**config.mk**
```make
export PLATFORM = sky130hd
export DESIGN_NAME = fall_detect_window
export DESIGN_NICKNAME = d
export VERILOG_FILES = /design/src/rtl/fall_detect_pkg.sv /design/src/rtl/fall_range_cmp.sv /design/src/rtl/fall_detect_window.sv
export SDC_FILE = /design/constraint.sdc
export NUM_CORES = 1
export LEC_CHECK = 0
export BUFFER_PORTS_ARGS = -buffer_cell sky130_fd_sc_hd__buf_2
export CAP_MARGIN = 5
export CORE_MARGIN = 5
export CORE_UTILIZATION = 56
export CTS_BUF_LIST = sky130_fd_sc_hd__clkbuf_16
export CTS_CLUSTER_SIZE = 30
export DETAILED_ROUTE_END_ITERATION = 10
export GPL_ROUTABILITY_DRIVEN = 0
export PLACE_DENSITY = 0.83
export SYNTH_ARGS = -nofsm -noshare
export SYNTH_HDL_FRONTEND = slang
export SYNTH_SLANG_ARGS = --single-unit
```
**constraint.sdc**
```tcl
create_clock -name clk -period 2.3 [get_ports clk]
set_clock_uncertainty 0.15 [all_clocks]
set_input_delay 0.115 -clock clk [delete_from_list [all_inputs] [get_ports clk]]
set_output_delay 0.115 -clock clk [all_outputs]
set_load 0.02 [all_outputs]
```
**src/rtl/fall_detect_pkg.sv**
```systemverilog
`default_nettype none
// ============================================================================
// Module   : fall_detect_pkg
// Purpose  : Shared types and constants for the windowed fall detector.
// Revision : 1.0 - initial release
// ============================================================================
package fall_detect_pkg;

    // Window controller states
    typedef enum logic [1:0] {
        IDLE    = 2'd0,
        COLLECT = 2'd1,
        DECIDE  = 2'd2,
        DONE    = 2'd3
    } state_t;

    // Beat classification: any channel out of band, or all channels out of band
    localparam logic MODE_ANY = 1'b0;
    localparam logic MODE_ALL = 1'b1;

endpackage
`default_nettype wire

```
**src/rtl/fall_range_cmp.sv**
```systemverilog
`default_nettype none
// ============================================================================
// Module   : fall_range_cmp
// Purpose  : Single-channel out-of-band flag against an inclusive band.
// Revision : 1.0 - initial release
// ============================================================================
module fall_range_cmp #(
    parameter int DATA_W = 16
) (
    input  logic [DATA_W-1:0] ch,
    input  logic [DATA_W-1:0] lower_limit,
    input  logic [DATA_W-1:0] upper_limit,
    output logic              out_of_band
);

    // Both bounds count as out of band; an inverted/empty band flags everything
    always_comb begin
        out_of_band = (lower_limit >= upper_limit) ||
                      (ch <= lower_limit)          ||
                      (ch >= upper_limit);
    end

endmodule
`default_nettype wire

```
**src/rtl/fall_detect_window.sv**
```systemverilog
`default_nettype none
// ============================================================================
// Module   : fall_detect_window
// Purpose  : Counts out-of-band accelerometer beats over a fixed window,
//            decides fall / no-fall, pulses done and drives a latched,
//            active-low LED alarm with a minimum hold time.
// Revision : 1.0 - initial release
// ============================================================================
module fall_detect_window
    import fall_detect_pkg::*;
#(
    parameter int DATA_W      = 16,
    parameter int NUM_CH      = 3,
    parameter int WIN_LEN     = 32,
    parameter int HIT_THRESH  = 2,
    parameter int DONE_CYCLES = 5,
    parameter int ALARM_HOLD  = 1024
) (
    input  logic                         clk,
    input  logic                         rst_n,
    input  logic                         start,
    input  logic                         s_valid,
    output logic                         s_ready,
    input  logic [NUM_CH*DATA_W-1:0]     s_data,
    input  logic [DATA_W-1:0]            lower_limit,
    input  logic [DATA_W-1:0]            upper_limit,
    input  logic                         mode,
    input  logic                         alarm_clr,
    output logic                         done,
    output logic                         alarm_n,
    output logic [$clog2(WIN_LEN+1)-1:0] hit_count
);

    localparam int CNT_W  = $clog2(WIN_LEN + 1);
    localparam int DCNT_W = $clog2(DONE_CYCLES + 1);
    localparam int HOLD_W = $clog2(ALARM_HOLD + 1);

    localparam logic [CNT_W-1:0]  C_BEAT_LAST = CNT_W'(WIN_LEN - 1);
    localparam logic [CNT_W-1:0]  C_HIT_MAX   = CNT_W'(WIN_LEN);
    localparam logic [CNT_W-1:0]  C_HIT_THR   = CNT_W'(HIT_THRESH);
    localparam logic [DCNT_W-1:0] C_DONE_LAST = DCNT_W'(DONE_CYCLES);
    localparam logic [HOLD_W-1:0] C_HOLD      = HOLD_W'(ALARM_HOLD);

    state_t              r_state;
    state_t              w_state_nxt;
    logic [CNT_W-1:0]    r_beat_idx;
    logic [DCNT_W-1:0]   r_done_cnt;
    logic [HOLD_W-1:0]   r_hold;
    logic                r_alarm_latch;
    logic [NUM_CH-1:0]   w_ch_oob;
    logic                w_beat_hit;
    logic                w_accept;
    logic                w_fall;

    for (genvar c = 0; c < NUM_CH; c++) begin : g_ch
        fall_range_cmp #(
            .DATA_W (DATA_W)
        ) u_cmp (
            .ch          (s_data[c*DATA_W +: DATA_W]),
            .lower_limit (lower_limit),
            .upper_limit (upper_limit),
            .out_of_band (w_ch_oob[c])
        );
    end

    // Beat classification and handshake / decision qualifiers
    always_comb begin
        w_beat_hit = (mode == MODE_ANY) ? (|w_ch_oob) : (&w_ch_oob);
        w_accept   = s_valid && s_ready;
        w_fall     = (r_state == DECIDE) && (hit_count >= C_HIT_THR);
    end

    // Next-state logic; dropping start aborts a window without a decision
    always_comb begin
        w_state_nxt = r_state;
        case (r_state)
            IDLE: begin
                if (start) w_state_nxt = COLLECT;
            end
            COLLECT: begin
                if (!start)
                    w_state_nxt = IDLE;
                else if (w_accept && (r_beat_idx == C_BEAT_LAST))
                    w_state_nxt = DECIDE;
            end
            DECIDE: begin
                w_state_nxt = DONE;
            end
            DONE: begin
                if (r_done_cnt == C_DONE_LAST) w_state_nxt = IDLE;
            end
            default: begin
                w_state_nxt = IDLE;
            end
        endcase
    end

    // State register with registered ready derived from the upcoming state
    always_ff @(posedge clk or negedge rst_n) begin
        if (!rst_n) begin
            r_state <= IDLE;
            s_ready <= 1'b0;
        end else begin
            r_state <= w_state_nxt;
            s_ready <= (w_state_nxt == COLLECT);
        end
    end

    // Beat index and hit counter; an abort edge discards any beat on that edge
    always_ff @(posedge clk or negedge rst_n) begin
        if (!rst_n) begin
            r_beat_idx <= '0;
            hit_count  <= '0;
        end else if ((r_state == IDLE) && start) begin
            r_beat_idx <= '0;
            hit_count  <= '0;
        end else if ((r_state == COLLECT) && start && w_accept) begin
            r_beat_idx <= r_beat_idx + CNT_W'(1);
            if (w_beat_hit && (hit_count != C_HIT_MAX))
                hit_count <= hit_count + CNT_W'(1);
        end
    end

    // done is registered from the DONE state, so it trails the state by a cycle
    always_ff @(posedge clk or negedge rst_n) begin
        if (!rst_n) begin
            r_done_cnt <= '0;
            done       <= 1'b0;
        end else begin
            done <= (r_state == DONE) && (r_done_cnt < C_DONE_LAST);
            if (r_state == DECIDE)
                r_done_cnt <= '0;
            else if ((r_state == DONE) && (r_done_cnt != C_DONE_LAST))
                r_done_cnt <= r_done_cnt + DCNT_W'(1);
        end
    end

    // Alarm latch and hold timer; a fresh fall beats a simultaneous clear
    always_ff @(posedge clk or negedge rst_n) begin
        if (!rst_n) begin
            r_hold        <= '0;
            r_alarm_latch <= 1'b0;
            alarm_n       <= 1'b1;
        end else begin
            alarm_n <= ~r_alarm_latch;
            if (w_fall) begin
                r_alarm_latch <= 1'b1;
                r_hold        <= C_HOLD;
            end else begin
                if (r_hold != '0)
                    r_hold <= r_hold - HOLD_W'(1);
                if ((r_hold == '0) && alarm_clr)
                    r_alarm_latch <= 1'b0;
            end
        end
    end

endmodule
`default_nettype wire
```
==> metrics.log, run 1 <==
INFO  metric synth_most_common_cell = sky130_fd_sc_hd__ha_1
INFO  metric synthesis.nets = 671
INFO  metric drt_iter0_markers = 240
INFO  metric register_area = 802 um2
INFO  metric max_slew_margin = 0.546
INFO  metric die_x = 95.4 um
INFO  metric power.share.combinational = 0.457
INFO  metric slack_of_the_critical_path = -0.153 ns
INFO  metric syn_area = 4080 um2
INFO  metric worst_setup_path_startpoint = upper_limit[11]
INFO  metric synth-edff-count = 0
INFO  metric crit-reg2reg-launch = r_hold[3]
INFO  metric ant_nets = 0
INFO  metric final_report_setup_violation_count = 6
INFO  metric drv_slew = 0
INFO  metric grt_pass1_vias = 4,606
INFO  metric fin_crit = 2.45 ns
INFO  metric max_freq = 0.408 GHz
INFO  metric final_util = 0.819
INFO  metric numCtsBuffers = 5
INFO  metric status = finished, violations left
INFO  metric power.sequential.fraction = 0.311
INFO  metric leakagePower = 2.99 nW
INFO  metric area_overhead_of_the_layout_relative_to_synthesis = 43.9%
INFO  metric initial_utilization = 0.569
INFO  metric switching_power = 1.23 mW
INFO  metric critical-path-top-delay-family = compound AO/OA/AOI/OAI gates
INFO  metric timing.final.crit_share = 1.07
INFO  metric crit_slowest_cell = sky130_fd_sc_hd__a41o_2
INFO  metric clock_sinks = 32
INFO  metric clk_pin_slew_worst_paths = 0.05 ns
INFO  metric drcViolationCount = 0
INFO  metric maxCapViolations = 0
INFO  metric postRouteWirelength = 14,700 um
INFO  metric port_buffers = 94
INFO  metric grt_overflow_total = 0
INFO  metric crit_path_max_incr_delay = 0.33 ns
INFO  metric route.detailed.wl_per_inst = 19.9 um
INFO  metric timing.critical_path.fanout_max = 4
INFO  metric dominant_cells_by_area_after_synthesis = sky130_fd_sc_hd__ha_1 36%, sky130_fd_sc_hd__dfrtp_1 19%, sky130_fd_sc_hd__a21oi_1 4.8%, sky130_fd_sc_hd__inv_1 4.0%, sky130_fd_sc_hd__o21ai_0 3.2%
INFO  metric synthDominantCellAreaShare = 0.365
INFO  metric first_pass_grt_wire_length = 21,000 um
INFO  metric vdd.ir_drop.worst = 706 uV
INFO  metric crit_type = input port to flip-flop
INFO  metric cpMostUsedCell = sky130_fd_sc_hd__nor2_1
INFO  metric worstPathArrival = 2.45 ns
INFO  metric ys_types = 50
INFO  metric dieArea = 9100 um2
INFO  metric worstSkewPairLatency = 0.28 ns
INFO  metric clk_root_buffer_cell = sky130_fd_sc_hd__clkbuf_16
INFO  metric n_fill_cell = 374
INFO  metric synth_top_cell_by_area = sky130_fd_sc_hd__ha_1
INFO  metric timing.setup.tns = -0.507 ns
INFO  metric grt_usage = 0.297
INFO  metric hp-start = start
INFO  metric count_of_yosys_warnings_during_synthesis = 0
INFO  metric asyncSetResetFlopFracSynth = 1.00
INFO  metric cts_tree = yes
INFO  metric rsz0062_at_grt = yes
INFO  metric synth.ff_latch_count = 32
INFO  metric cts_buffer_depth = 2
INFO  metric die_height = 95.4 um
INFO  metric fin_cells = 739
INFO  metric routed_via_density = 6.17
INFO  metric switching_share = 0.389
INFO  metric syn-instance-count = 466
INFO  metric grt_antenna_before_repair = 1
INFO  metric multiInputGateArea = 3470 um2
INFO  metric post_route_cells_drive_above_1_share = 0.371
INFO  metric critPathCaptureType = flip-flop
INFO  metric failed_checks = negative setup slack
INFO  metric timing.critical_path.buf_inv = 3
INFO  metric power_density = 538 nW/um2
INFO  metric placeableCoreArea = 7180 um2
INFO  metric num_vias = 4,559
INFO  metric clkPwrFrac = 0.232
INFO  metric core.rowCount = 31
INFO  metric worstPathCellList = buf_2 > inv_1 > buf_4 > ha_1 > nand4_1 > nor2_1 > o221ai_2 > o21ai_1 > o22ai_1 > a41o_2 > a2111oi_4 > xnor2_1 > nor2_1
INFO  metric dp.cells = 721
INFO  metric detailedPlacementHpwl = 9920 um
INFO  metric synth_ff_type = sky130_fd_sc_hd__dfrtp_1
INFO  metric grt_max_degree = 33
INFO  metric startpoint_type_of_the_worst_setup_path = input port
INFO  metric finalHoldViolCount = 0
INFO  metric classification_of_the_worst_slack_hold_path = input port to flip-flop
INFO  metric htree_num_levels = 2
INFO  metric internal-power = 1.93 mW
INFO  metric num_io_pins = 95
INFO  metric yosysSeqAreaShare = 0.196
INFO  metric synthesis.area_per_instance = 8.76 um2
INFO  metric timing.critical_path.required = 2.30 ns
INFO  metric report.power.total = 3.16 mW
INFO  metric drt-pass1-iter-count = 6
INFO  metric tightestPinTransition = 0.681 ns
INFO  metric netlist_top_cells_count = 119 x sky130_fd_sc_hd__ha_1, 44 x sky130_fd_sc_hd__inv_1, 39 x sky130_fd_sc_hd__a21oi_1, 32 x sky130_fd_sc_hd__nand2_1, 31 x sky130_fd_sc_hd__dfrtp_1
INFO  metric finish.net_count = 843
## registers in the layout (all words and copies together) (netlist names)
| signal | cells |
|---|---|
| r_hold | 11 |
| hit_count | 6 |
| r_beat_idx | 6 |
| r_done_cnt | 3 |
| r_state | 2 |
| alarm_n | 1 |
| done | 1 |
| r_alarm_latch | 1 |
| s_ready | 1 |
## cells in the final DEF (no fill, tap or decap), types with 19 or more instances in the layout
cell	n
sky130_fd_sc_hd__dfrtp_1	31
sky130_fd_sc_hd__o21ai_0	19
sky130_fd_sc_hd__buf_2	81
sky130_fd_sc_hd__nand2_1	32
sky130_fd_sc_hd__ha_1	104
sky130_fd_sc_hd__a21oi_1	37
sky130_fd_sc_hd__buf_4	74
sky130_fd_sc_hd__nor2_1	27
sky130_fd_sc_hd__inv_1	32
## path summary, 6_finish.rpt
check | to | slack, ns | cells past startpoint
setup / recovery | hit_count[5] | -0.15 | 13
hold / removal | r_state[0] | 0.02 | 3
setup reg to reg | r_hold[7] | 0.17 | 8
hold reg to reg | alarm_n | 0.24 | 1
max in group asynchronous | r_done_cnt[2] | 1.30 | 2
min in group asynchronous | r_hold[7] | 0.26 | 2
## per-stage QoR
step | hold WS (ns) | worst slack (ns) | cell area [um2]
2_1_floorplan | -0.331 | 0.0000797 | 4120
3_3_place_gp | 0.0461 | -0.304 | 5190
3_5_place_dp | 0.0433 | -0.453 | 5190
4_1_cts | 0.0150 | -0.0458 | 5720
5_1_grt | 0.0364 | -0.284 | 5880
6_report | 0.0161 | -0.153 | 5880
## power groups by stage
stage | clock network, mW | registers, mW | logic, mW
global placement | 0 | 0.952 | 1.16
global route | 0.775 | 1.02 | 1.61
detailed placement | 0 | 0.960 | 1.24
floorplan | 0 | 0.940 | 0.770
finish | 0.733 | 0.985 | 1.45
CTS | 0.750 | 0.961 | 1.32
## worst register-to-register path, stage by stage, from the launching register on
cell and delay (ns):
sky130_fd_sc_hd__dfrtp_1 0.44, sky130_fd_sc_hd__nor4_4 0.29, sky130_fd_sc_hd__nand2_1 0.14, sky130_fd_sc_hd__or3_1 0.42
sky130_fd_sc_hd__nor2_2 0.16, sky130_fd_sc_hd__nor3_1 0.09, sky130_fd_sc_hd__nand2_1 0.13, sky130_fd_sc_hd__or3_1 0.12
sky130_fd_sc_hd__a21oi_1 0.06
## cell families (layout without fill, tap and decap cells)
group / count (synthesis) / count (layout) / share of synthesized area
buf+inv: 48 / 221 / 0.0441
flops: 32 / 32 / 0.196
fa+ha+maj: 119 / 119 / 0.365
simple gates: 130 / 130 / 0.161
mux: 2 / 2 / 0.00490
xor+xnor: 12 / 12 / 0.0257
other cells: 0 / 1 / 0
compound gates: 123 / 123 / 0.203
## layer usage
metal | vias to the layer above | track usage | wire, um
li1 | 2089 | - | -
met3 | 108 | 0.0608 | 968
met4 | 0 | 0.225 | 1130
met5 | - | 0 | 0
met1 | 2095 | 0.314 | 5390
met2 | 267 | 0.516 | 7200
## layout make-up
type                       count  share of cell area
multi-input combinational    386               0.591
timing repair buffer         169               0.191
sequential                    32               0.136
inverter                      44              0.0319
clock buffer                   5              0.0213
tap                           99              0.0211
clock inverter                 3             0.00660
antenna                        1            0.000426
## repair_timing
item	CTS	global route
setup endpoints to repair	6	10
buffers inserted	7	0
gates cloned	0	0
gates resized for setup	61	32
pin swaps	18	12
hold buffers	2	0
endpoints found under the hold margin	32	0
(Power assumes the default switching activity.)
==> inputs of run 2 (changes only) <==
- PLACE_DENSITY: 0.83 -> 0.88
==> run 2 against run 1 <==
Effect of this change:
- the run ends with design-rule violations, negative setup slack left
- global-route usage shrank 0.42 points
- die area did not move
- total power grew 1.7%
- largest cell class unchanged
==> metrics.log, run 2 (synthesis gave the netlist of run 1 again) <==
INFO  metric die_height = 95.4 um (unchanged)
INFO  metric port_buffers = 94 (unchanged)
INFO  metric layout_common_cells = 103 x sky130_fd_sc_hd__ha_1, 82 x sky130_fd_sc_hd__buf_4, 76 x sky130_fd_sc_hd__buf_2
INFO  metric final_report_setup_violation_count = 6 (unchanged)
INFO  metric numCtsBuffers = 5 (unchanged)
INFO  metric global_route.usage.met3 = 0.0521 (-0.00868)
INFO  metric max_slew_margin = 0.550 (+0.00404)
INFO  metric post_route_cells_drive_above_1_share = 0.381 (+0.0105)
INFO  metric htree_num_levels = 2 (unchanged)
INFO  metric regMostFlops = r_hold
INFO  metric fin_crit = 2.70 ns (+0.245 ns)
INFO  metric power_density = 542 nW/um2 (+0.58%)
INFO  metric core.rowCount = 31 (unchanged)
INFO  metric global_route.peak_usage_layer = met2
INFO  metric register_area = 802 um2 (unchanged)
INFO  metric fin_cells = 744 (+0.68%)
INFO  metric cts_buffer_depth = 2 (unchanged)
INFO  metric dp.cells = 729 (+1.1%)
INFO  metric grt_max_degree = 33 (unchanged)
INFO  metric rsz0062_at_grt = yes
INFO  metric finalHoldViolCount = 0 (unchanged)
INFO  metric classification_of_the_worst_slack_hold_path = input port to flip-flop
INFO  metric dieArea = 9100 um2 (unchanged)
INFO  metric num_io_pins = 95 (unchanged)
INFO  metric slack_of_the_critical_path = -0.398 ns (-0.245 ns)
INFO  metric die_x = 95.4 um (unchanged)
INFO  metric drt-pass1-iter-count = 9 (+3)
INFO  metric failed_checks = design-rule violations, negative setup slack
INFO  metric largest_register_ffs = 11 (unchanged)
INFO  metric worstPathArrival = 2.70 ns (+0.25 ns)
INFO  metric max_freq = 0.371 GHz (-9.1%)
INFO  metric initial_utilization = 0.569 (unchanged)
INFO  metric grt_util_met2 = 0.549 (+0.0332)
INFO  metric n_fill_cell = 360 (-3.7%)
INFO  metric num_vias = 4,775 (+4.7%)
INFO  metric vdd.ir_drop.worst = 785 uV (+11%)
INFO  metric clk_root_buffer_cell = sky130_fd_sc_hd__clkbuf_16
INFO  metric layout_commonest_cell = sky130_fd_sc_hd__ha_1
INFO  metric crit_type = input port to flip-flop
INFO  metric startpoint_type_of_the_worst_setup_path = input port
INFO  metric first_pass_grt_wire_length = 20,900 um (-0.52%)
INFO  metric placeableCoreArea = 7180 um2 (unchanged)
INFO  metric clock_sinks = 32 (unchanged)
INFO  metric routed_via_density = 6.42 (+4.0%)
INFO  metric multiInputGateArea = 3460 um2 (-0.32%)
INFO  metric tightestPinTransition = 0.675 ns (-0.00606 ns)
INFO  metric maxCapViolations = 0 (unchanged)
INFO  metric timing.final.crit_share = 1.17 (+0.106)
INFO  metric status = finished, violations left
INFO  metric area_overhead_of_the_layout_relative_to_synthesis = 45.5%
INFO  metric drv_slew = 0 (unchanged)
INFO  metric grt_pass1_vias = 4,764 (+3.4%)
INFO  metric biggestRegsByFlops = r_hold (11), hit_count (6), r_beat_idx (6)
INFO  metric finish.net_count = 849 (+0.71%)
INFO  metric detailedPlacementHpwl = 10,000 um (+1.1%)
INFO  metric leakagePower = 3.02 nW (+1.2%)
INFO  metric drcViolationCount = 2 (+2)
INFO  metric critPathCaptureType = flip-flop
INFO  metric grt_antenna_before_repair = 0 (-1)
INFO  metric report.power.total = 3.22 mW (+1.7%)
INFO  metric drt_iter0_markers = 322 (+34%)
INFO  metric worstSkewPairLatency = 0.28 ns (about the same)
INFO  metric global_route.usage.met1 = 0.297 (-0.0167)
INFO  metric ant_nets = 0 (unchanged)
INFO  metric postRouteWirelength = 15,800 um (+7.3%)
INFO  metric cts_tree = yes
INFO  metric timing.critical_path.required = 2.30 ns (about the same)
INFO  metric clk_pin_slew_worst_paths = 0.05 ns (about the same)
INFO  metric timing.critical_path.fanout_max = 3 (-1)
INFO  metric grt_usage = 0.293 (-0.00417)
INFO  metric ant_cells = 0 (-1)
INFO  metric grt_overflow_total = 0 (unchanged)
INFO  metric route.detailed.wl_per_inst = 21.2 um (+6.6%)
[run 2: cell count changes in the layout (fill, tap and decap cells not counted), sizes merged]
cell and change:
buf +6, diode -1
[run 2: path summary, 6_finish.rpt]
| check | from | end | slack (ns) | cells past startpoint |
|---|---|---|---|---|
| worst max-delay path | upper_limit[9] | hit_count[3] | -0.40 | 13 |
| worst min-delay path | start | r_state[0] | 0.02 | 3 |
| worst max register to register | r_hold[3] | r_hold[4] | 0.20 | 7 |
| worst min register to register | r_alarm_latch | alarm_n | 0.25 | 1 |
| max in group asynchronous | rst_n | r_done_cnt[0] | 1.29 | 2 |
| min in group asynchronous | rst_n | r_alarm_latch | 0.26 | 2 |
[run 2: per-stage QoR]
step	TNS [ns]	setup WS (ns)	utilization	area (um2)	hold WS, ns
CTS	-0.0220	-0.0220	0.793	5690	0.0209
detailed placement	-2.29	-0.448	0.732	5260	0.0407
floorplan	0	0.0000797	-	4120	-0.331
global placement	-1.75	-0.311	0.732	5260	0.0378
global route	-2.06	-0.457	0.828	5940	0.0584
finish	-1.65	-0.398	0.828	5940	0.0229
[run 2: where the power goes]
part           leakage (nW)  switching [mW]  internal, mW
registers             0.414           0.195         0.756
clock network        0.0850           0.229         0.504
logic                  2.52           0.831         0.702
[run 2: timing repair]
action                                  4_1_cts  5_1_grt
buffers inserted                              1        4
resized for setup                            50       52
endpoints found under the setup margin        6       14
hold endpoints to repair                     32        0
pin swaps                                    16       25
hold buffers                                  2        0
[run 2: area by class of cell]
| class | instances | share of cell area |
|---|---|---|
| clock buffer | 5 | 0.0211 |
| inverter | 44 | 0.0333 |
| tap | 99 | 0.0208 |
| timing repair buffer | 175 | 0.201 |
| clock inverter | 3 | 0.00653 |
| multi-input combinational | 386 | 0.583 |
| sequential | 32 | 0.135 |
[run 2: per-layer routing]
| metal | vias to the layer above | part of all wire |
|---|---|---|
| li1 | 2105 | - |
| met5 | - | 0 |
| met2 | 339 | 0.49 |
| met1 | 2193 | 0.34 |
| met4 | 0 | 0.087 |
| met3 | 138 | 0.083 |
[run 2: worst max-delay path, cell delays in order]
cell and delay (ns):
sky130_fd_sc_hd__buf_2 0.10, sky130_fd_sc_hd__inv_1 0.11, sky130_fd_sc_hd__ha_1 0.26, sky130_fd_sc_hd__a21o_1 0.16
sky130_fd_sc_hd__a211o_1 0.34, sky130_fd_sc_hd__o221ai_1 0.29, sky130_fd_sc_hd__o22ai_1 0.15, sky130_fd_sc_hd__o31ai_1 0.34
sky130_fd_sc_hd__a41o_2 0.34, sky130_fd_sc_hd__buf_4 0.14, sky130_fd_sc_hd__a211oi_2 0.07, sky130_fd_sc_hd__xnor2_1 0.22
sky130_fd_sc_hd__nor2_1 0.06
